`src/rtl/br_pred_pkg.sv`:
```
// Shared constants for the branch predictor: misprediction codes, mode
// selectors and the saturating-counter reset value.
package br_pred_pkg;

  localparam logic [1:0] PRED_OK     = 2'b00;
  localparam logic [1:0] PRED_NT_ERR = 2'b01;
  localparam logic [1:0] PRED_T_ERR  = 2'b10;

  localparam int MODE_BTB = 0;
  localparam int MODE_BHT = 1;

  // Weakly-not-taken start point; a 1-bit counter simply starts at 0.
  function automatic int ctr_init(input int ctr_w);
    if (ctr_w <= 1) return 0;
    return (2 ** (ctr_w - 1)) - 1;
  endfunction

endpackage

```
`src/rtl/sat_counter_table.sv`:
```
// Table of saturating up/down counters with one combinational read port
// and one increment/decrement write port; synchronous active-high reset.
module sat_counter_table
  import br_pred_pkg::*;
#(
  parameter int DEPTH = 64,
  parameter int CTR_W = 2,
  localparam int IDX_W = (DEPTH > 1) ? $clog2(DEPTH) : 1
) (
  input  logic             clk,
  input  logic             rst,
  input  logic [IDX_W-1:0] rd_idx,
  output logic [CTR_W-1:0] rd_ctr,
  input  logic             wr_en,
  input  logic [IDX_W-1:0] wr_idx,
  input  logic             wr_inc
);

  localparam logic [CTR_W-1:0] CTR_MAX = {CTR_W{1'b1}};
  localparam logic [CTR_W-1:0] CTR_RST = CTR_W'(ctr_init(CTR_W));

  logic [CTR_W-1:0] ctr_q [DEPTH];
  logic [CTR_W-1:0] ctr_d [DEPTH];

  assign rd_ctr = ctr_q[rd_idx];

  always_comb begin
    ctr_d = ctr_q;
    if (wr_en) begin
      if (wr_inc) begin
        if (ctr_q[wr_idx] != CTR_MAX) ctr_d[wr_idx] = ctr_q[wr_idx] + 1'b1;
      end else begin
        if (ctr_q[wr_idx] != '0) ctr_d[wr_idx] = ctr_q[wr_idx] - 1'b1;
      end
    end
  end

  always_ff @(posedge clk) begin
    if (rst) begin
      for (int i = 0; i < DEPTH; i++) ctr_q[i] <= CTR_RST;
    end else begin
      ctr_q <= ctr_d;
    end
  end

endmodule

```
`src/rtl/branch_predictor_unit.sv`:
```
// Direct-mapped BTB plus BHT branch predictor: predicts in IF from registered
// tables, resolves and updates in EX, and counts branches and mispredictions.
module branch_predictor_unit
  import br_pred_pkg::*;
#(
  parameter int TABLE_LEN = 4,
  parameter int BHT_LEN   = 6,
  parameter int CTR_W     = 2,
  parameter int MODE      = 1,
  parameter int STAT_W    = 32
) (
  input  logic              clk,
  input  logic              rst,
  input  logic [31:0]       pcf,
  output logic              pred_f,
  output logic [31:0]       npc_pred_f,
  input  logic [31:0]       pce,
  input  logic              is_br_e,
  input  logic              upd_en_e,
  input  logic              branch_e,
  input  logic [31:0]       br_npc_e,
  input  logic              pred_e,
  input  logic [31:0]       npc_pred_e,
  output logic [1:0]        pred_err_e,
  output logic [STAT_W-1:0] stat_br,
  output logic [STAT_W-1:0] stat_miss
);

  localparam int BTB_N = 2 ** TABLE_LEN;
  localparam int TAG_W = 30 - TABLE_LEN;

  logic [BTB_N-1:0] valid_q, valid_d;
  logic [BTB_N-1:0] tbit_q, tbit_d;
  logic [TAG_W-1:0] tag_q [BTB_N];
  logic [TAG_W-1:0] tag_d [BTB_N];
  logic [31:0]      tgt_q [BTB_N];
  logic [31:0]      tgt_d [BTB_N];
  logic [STAT_W-1:0] stat_br_q, stat_br_d;
  logic [STAT_W-1:0] stat_miss_q, stat_miss_d;

  logic [TABLE_LEN-1:0] f_idx, e_idx;
  logic [TAG_W-1:0]     f_tag, e_tag;
  logic [BHT_LEN-1:0]   f_bidx, e_bidx;
  logic [CTR_W-1:0]     f_ctr;
  logic                 f_hit, e_hit, upd;
  logic                 unused_bits;

  assign f_idx  = pcf[TABLE_LEN+1:2];
  assign f_tag  = pcf[31:TABLE_LEN+2];
  assign f_bidx = pcf[BHT_LEN+1:2];
  assign e_idx  = pce[TABLE_LEN+1:2];
  assign e_tag  = pce[31:TABLE_LEN+2];
  assign e_bidx = pce[BHT_LEN+1:2];
  assign unused_bits = ^{pcf[1:0], pce[1:0], f_ctr};

  assign f_hit = valid_q[f_idx] && (tag_q[f_idx] == f_tag);
  assign e_hit = valid_q[e_idx] && (tag_q[e_idx] == e_tag);
  assign upd   = upd_en_e & is_br_e;

  always_comb begin
    pred_f = 1'b0;
    if (MODE == MODE_BHT) pred_f = f_hit & f_ctr[CTR_W-1];
    else                  pred_f = f_hit & tbit_q[f_idx];
    npc_pred_f = pred_f ? tgt_q[f_idx] : pcf + 32'd4;
  end

  always_comb begin
    pred_err_e = PRED_OK;
    if (is_br_e) begin
      if (branch_e && (!pred_e || (npc_pred_e != br_npc_e))) pred_err_e = PRED_T_ERR;
      else if (!branch_e && pred_e)                          pred_err_e = PRED_NT_ERR;
    end
  end

  always_comb begin
    valid_d     = valid_q;
    tbit_d      = tbit_q;
    tag_d       = tag_q;
    tgt_d       = tgt_q;
    stat_br_d   = stat_br_q;
    stat_miss_d = stat_miss_q;
    if (upd) begin
      stat_br_d = stat_br_q + STAT_W'(1);
      if (pred_err_e != PRED_OK) stat_miss_d = stat_miss_q + STAT_W'(1);
      if (branch_e) begin
        valid_d[e_idx] = 1'b1;
        tbit_d[e_idx]  = 1'b1;
        tag_d[e_idx]   = e_tag;
        tgt_d[e_idx]   = br_npc_e;
      end else if ((MODE == MODE_BTB) && e_hit) begin
        // Only the owning branch may demote the entry; an aliasing PC leaves it alone.
        tbit_d[e_idx] = 1'b0;
      end
    end
  end

  always_ff @(posedge clk) begin
    if (rst) begin
      valid_q     <= '0;
      tbit_q      <= '0;
      stat_br_q   <= '0;
      stat_miss_q <= '0;
      for (int i = 0; i < BTB_N; i++) begin
        tag_q[i] <= '0;
        tgt_q[i] <= '0;
      end
    end else begin
      valid_q     <= valid_d;
      tbit_q      <= tbit_d;
      tag_q       <= tag_d;
      tgt_q       <= tgt_d;
      stat_br_q   <= stat_br_d;
      stat_miss_q <= stat_miss_d;
    end
  end

  assign stat_br   = stat_br_q;
  assign stat_miss = stat_miss_q;

  sat_counter_table #(
    .DEPTH (2 ** BHT_LEN),
    .CTR_W (CTR_W)
  ) u_bht (
    .clk    (clk),
    .rst    (rst),
    .rd_idx (f_bidx),
    .rd_ctr (f_ctr),
    .wr_en  (upd),
    .wr_idx (e_bidx),
    .wr_inc (branch_e)
  );

endmodule

```
`config.mk`:
```
export PLATFORM = sky130hd
export DESIGN_NAME = branch_predictor_unit
export DESIGN_NICKNAME = d
export VERILOG_FILES = /design/src/rtl/br_pred_pkg.sv /design/src/rtl/sat_counter_table.sv /design/src/rtl/branch_predictor_unit.sv
export SDC_FILE = /design/constraint.sdc
export NUM_CORES = 2
export LEC_CHECK = 0
export BUFFER_PORTS_ARGS = -buffer_cell sky130_fd_sc_hd__buf_2
export CORE_MARGIN = 2
export CORE_UTILIZATION = 47
export CTS_BUF_LIST = sky130_fd_sc_hd__clkbuf_8
export DETAILED_ROUTE_END_ITERATION = 8
export HOLD_SLACK_MARGIN = 0.03
export PLACE_DENSITY_LB_ADDON = 0.1
export SETUP_SLACK_MARGIN = 0.1
export SYNTH_ARGS = -nofsm -noshare
export SYNTH_HDL_FRONTEND = slang
export SYNTH_SLANG_ARGS = --single-unit
```
`constraint.sdc`:
```
create_clock -name clk -period 5.24 [get_ports clk]
set_input_delay 0.262 -clock clk [delete_from_list [all_inputs] [get_ports clk]]
set_output_delay 0.262 -clock clk [all_outputs]
set_load 0.05 [all_outputs]
```
* Word level (Yosys, flattened, before mapping)
Index checks and enable logic that the tools add are counted.
** Cells by class
- Reductions and logical operators :: 15
- Bitwise logic cells :: 7
- Eq/ne operators :: 4
- Magnitude comparators :: 9
- $add $sub $neg :: 5
- Mux-type cells :: 33
** Operators with widths (number)
- 512-bit bitwise mux :: 1
- 416-bit bitwise mux :: 1
- 128-bit two-way mux :: 3
- 128-bit bitwise mux :: 2
- 32-bit binary-select mux with 4-bit select :: 1
- 32-bit demux with 4-bit select :: 1
- 32-bit two-way mux :: 4
- 26-bit binary-select mux with 4-bit select :: 1
- 26-bit demux with 4-bit select :: 1
- 26-bit two-way mux :: 3
- 32-bit by 1-bit adder with 32-bit output, second input constant :: 2
- 32-bit by 3-bit adder with 32-bit output, second input constant :: 1
- 32-bit inequality test :: 1
- 26-bit equality test :: 1
- 2-bit binary-select mux with 6-bit select :: 2
- 16-bit OR :: 1
- 7-bit greater-or-equal comparator, second input constant :: 2
- 2-bit two-way mux :: 7
- 6-bit inverter with 7-bit output :: 2
- 2-bit demux with 6-bit select :: 1
- 5-bit greater-or-equal comparator, second input constant :: 2
- 4-bit by 5-bit < comparator with 1-bit output, second input constant :: 2
- 4-bit inverter with 5-bit output :: 2
- 7-bit by 1-bit < comparator with 1-bit output, second input constant :: 1
- other kinds (16) :: 28
** Word-level totals
- Register bits :: 1136
- Input port bits :: 134
- Output and inout port bits :: 99
- Logic and storage cells :: 172

* Longest topological paths before layout
- Depth in word-level cells :: 8
- Gate-level depth with buffers :: 16
- Mapped depth without buffers :: 12

* By module
Synthesis repeated with hierarchy kept, for this count alone.
** Second synthesis, totals
- Cell total of the unflattened synthesis :: 6219
- Area total of the unflattened synthesis :: 52270.1 um2
** Modules (own cells, without submodules)
- branch_predictor_unit :: area each 44891.8 um2, cells an instance 5360, instances 1, sequential area each 20179.4 um2
- sat_counter_table :: area each 7378.3 um2, cells an instance 859, instances 1, sequential area each 2562.5 um2

* Least setup slack after synthesis
OpenSTA, ideal clock, no wires.
- Path kind :: input -> register
- From :: input pce[2]
- To :: register with a tool-made name
- Slack :: 581 ps
- Stages on the path :: 13
- Library setup time :: 120 ps
- Data arrival time :: 4539 ps
- Cell sequence :: clkbuf_1 buf_2 buf_1 mux4_2 mux4_2 mux4_2 ha_1 a211oi_1 nand2_1 nor3_1 clkbuf_1 nand2_1 a211o_1
** RTL lines
- start, declared :: RTL line branch_predictor_unit.sv:17 : input logic [31:0] pce,

* Worst setup path after layout
- From :: register tag_q[7] (netlist name)
- To :: output npc_pred_f[25]
** Between the ends
- Word-level cells in the longest chain between the ends :: 7
** RTL lines
- start, declared :: RTL line branch_predictor_unit.sv:34 : logic [TAG_W-1:0] tag_q [BTB_N];
- start signal, assigned :: RTL line branch_predictor_unit.sv:110 : tag_q <= tag_d;
- 26-bit binary-select mux with 4-bit select :: RTL line branch_predictor_unit.sv:56 : assign f_hit = valid_q[f_idx] && (tag_q[f_idx] == f_tag);
- 26-bit two-way mux (not written as such) (2 in a row) :: RTL line branch_predictor_unit.sv:56
- 26-bit equality test :: RTL line branch_predictor_unit.sv:56
- 1-bit logical AND :: RTL line branch_predictor_unit.sv:56
- 1-bit bitwise AND :: RTL line branch_predictor_unit.sv:62 : if (MODE == MODE_BHT) pred_f = f_hit & f_ctr[CTR_W-1];
- 32-bit two-way mux :: RTL line branch_predictor_unit.sv:64 : npc_pred_f = pred_f ? tgt_q[f_idx] : pcf + 32'd4;
- end, declared :: RTL line branch_predictor_unit.sv:16 : output logic [31:0] npc_pred_f,
Every way passes these cells. The select of a mux whose other input is x is not followed.

==> results.md <==
* HPWL Detailed at 108800 µm
* Number of clock buffers inserted by TritonCTS at between 150 and 200
* Relative slew margins at 22.04%
* Worst Path Arrival at around 4600 ps
* Achievable clock frequency at 0.2051 GHz
* Power Total at approximately 18 mW
* Total of fill cells in the finished design at 10350
* EDFF count, synth at 0
* Remaining Overflow, GRT at 0
* Floorplan die area at around 110000 µm²
* Setup TNS Final at 0 ps
* Required time of the critical path at 4980 ps
* Cells after synthesis at 6090
* Cell accounting for the most synthesized area: sky130_fd_sc_hd__dfxtp_1
* Critical path type: reg2out
* Number of flip-flops and latches in the synthesized netlist at roughly 1100
* Most common cell in the netlist: sky130_fd_sc_hd__nand2_1
* Post-detailed-route count of antenna-violating nets at 0
* Total setup buffers inserted after CTS at 0
* Standard-cell rows at 122
* Standby leakage power at around 21 nW
* Mapped Area at around 52000 µm²
* Clock tree root buffer cell: sky130_fd_sc_hd__clkbuf_8
* Total of warnings raised by yosys at 0
* Placed cell count at between 7000 and 8000
* Remaining routing DRC violations at 0
* PD cells at 306.6 nW/µm²
* Mapped Nets at between 6000 and 7000
* First-pass GRT wire length at 274000 µm
* Number of levels the H-tree was split into at 4
* Total of max-cap violations at 0
* PortBufs at between 200 and 250
* CORE AREA at ~110000 µm²
* Die boundary width at between 300 and 400 µm
* Category of the worst setup path capture point: output pin
* Initial DRC Count at ~4700
* Latest clock arrival within the worst-skew pair at slightly below 900 ps
* Fin. Hold Viols at 0
* DRT Pass-1 Iters at 6
* Boundary pin count at about 230
* Starting density of the core at ~47%
* Core utilization of the finished layout at a little over half
* Filler-free cell count of the finished design at just under 8000
* TritonCTS clock tree: done
* Avg WL per Cell at 24.28 µm
* Synth top area cells: sky130_fd_sc_hd__dfxtp_1, sky130_fd_sc_hd__nand2_1, sky130_fd_sc_hd__a21oi_1, sky130_fd_sc_hd__mux4_1, sky130_fd_sc_hd__mux4_2
* Post-synthesis sequential area ratio at 43.64%
* Max Root-Sink Buffers at 3
* Final cycle utilization of the critical path at slightly above 90%
* Unrepaired setup endpoints after global routing: no
* Max FO, Critical Path at 13
* Type of origin of the critical path: register
* Floorplan die height at 337.0 µm
* Area of all sequential standard cells at 22740 µm²
* Vias per Instance at about 5.9
* TritonCTS sink count at ~1100
* Multi-input gate area at about 27000 µm²
* Result of the run: completed
* Cell variety after synth at 85
* Final Net Count at 6236
* GRT Overall Usage at between 30% and 40%
* Final setup violation count at 0
* Clock Skews at 28.77 ps
* Gpl congestion at 0.8968
* Leading cell types by count after synthesis: sky130_fd_sc_hd__nand2_1, sky130_fd_sc_hd__dfxtp_1, sky130_fd_sc_hd__a21oi_1
* DR vias at around 45000
* Area added between synthesis and finish at 11.77%
* Worst hold path class: in2reg
* Initial antenna violation count at 11
* Maximum number of pins on one net before global-route repair at 187
* Layout cell share with drive strength beyond 1 at 13.89%
* Proportion of synthesized flip-flops having asynchronous set or reset at 0%
* Max Slew Vio Count at 0
* Post-cts gate resize count at 0
* Wire length reported by the detailed router at ~190000 µm
* Most used DFF post-synth: sky130_fd_sc_hd__dfxtp_1
* Vias in the first global route at approximately 42000
* Post-CTS clock slew at the launch and capture registers of the worst setup and hold paths at about 60 ps
* Mean post-synth cell area at between 8 and 9 µm²
* Slew at the pin closest to its max-slew limit at around 1200 ps
* Maximum vdd drop at 177.0 µV
* Final period demand of the worst path at ~5000 ps
* Area fraction of the dominant cell type after synthesis at roughly 44%
## cell usage in the layout (no fill, tap or decap), types with 62 or more instances in the layout
cell type / instances
sky130_fd_sc_hd__nand2_1: 2073
sky130_fd_sc_hd__dfxtp_1: 1136
sky130_fd_sc_hd__a21oi_1: 1032
sky130_fd_sc_hd__clkbuf_8: 250
sky130_fd_sc_hd__buf_2: 224
sky130_fd_sc_hd__nor2_1: 176
sky130_fd_sc_hd__mux4_1: 134
sky130_fd_sc_hd__mux4_2: 132
sky130_fd_sc_hd__nand3_1: 111
sky130_fd_sc_hd__buf_4: 106
sky130_fd_sc_hd__inv_1: 94
sky130_fd_sc_hd__mux2i_1: 82
sky130_fd_sc_hd__a211o_1: 66
sky130_fd_sc_hd__dlygate4sd3_1: 62
## final cells by class
cell class,instances,share of cell area [%]
well taps,1488,3.196
multi-input cells,4326,45.96
diodes,6,0.02578
clock inverters,80,0.6230
flip-flops and latches,1136,39.04
inverters,27,0.1740
clock buffers,250,5.907
repair buffers,414,5.072
## sequential cells by signal (all words and copies together) (netlist names), named ones only
register and count:
u_bht.ctr_q 64, stat_miss 32, valid_q 16, tgt_q 512, stat_br 32, tag_q 416
## critical path, cell delays in order (launching register included)
cell and delay, ps:
sky130_fd_sc_hd__dfxtp_1 310, sky130_fd_sc_hd__mux4_2 470, sky130_fd_sc_hd__mux4_2 530, sky130_fd_sc_hd__xnor2_1 420, sky130_fd_sc_hd__nand4_1 180, sky130_fd_sc_hd__nor4_2 390
sky130_fd_sc_hd__nand4_4 480, sky130_fd_sc_hd__buf_4 400, sky130_fd_sc_hd__mux2_4 330, sky130_fd_sc_hd__buf_2 210
## where the power goes
group          internal [mW]  total, mW  switching (mW)
clock network           4.27       7.94            3.67
registers               8.67       8.69          0.0185
logic                  0.362       1.23           0.870
## per-layer routing
metal	track usage [%]	up-vias	part of all wire (%)
li1	-	20790	-
met3	5.274	426	8.2
met1	43.24	22020	41
met2	52.15	1993	47
met4	12.23	8	3.6
met5	0	-	0.030
## timing repair
| action | in CTS | in global routing |
|---|---|---|
| hold buffers | 62 | 0 |
| endpoints found under the setup margin | 0 | 0 |
| hold endpoints to repair | 948 | 0 |
## worst paths after layout
check	startpoint	to	slack (ps)	depth (start not counted)
worst min-delay path	pce[2]	u_bht.ctr_q[43]$_SDFFE_PP0P_	100	5
worst max register to register	u_bht.ctr_q[65]$_SDFFE_PP0P_	register	1060	9
worst min register to register	tgt_q[471]$_SDFFE_PP0P_	tgt_q[471]$_SDFFE_PP0P_	450	2
worst max-delay path	tag_q[7]$_SDFFE_PP0P_	npc_pred_f[25]	360	9
## through the flow
| stage | instance area (µm²) | hold slack [ps] | worst slack [ps] |
|---|---|---|---|
| 2_1_floorplan | 52110 | 429.8 | 581.0 |
| 3_3_place_gp | 53810 | 436.4 | 646.6 |
| 3_5_place_dp | 53810 | 441.8 | 574.6 |
| 4_1_cts | 58230 | 50.68 | 361.2 |
| 5_1_grt | 58240 | 121.7 | 288.2 |
| 6_report | 58250 | 102.0 | 364.0 |
## cell families after synthesis
logic type / count (synthesis) / share of synthesized area [%]
xor+xnor: 110 / 1.863
compound gates: 1230 / 12.80
fa+ha+maj: 5 / 0.1201
mux: 411 / 16.30
simple gates: 2570 / 19.88
buf+inv: 628 / 5.402
flops: 1136 / 43.64
No activity file was read; power rests on OpenSTA's default activity.
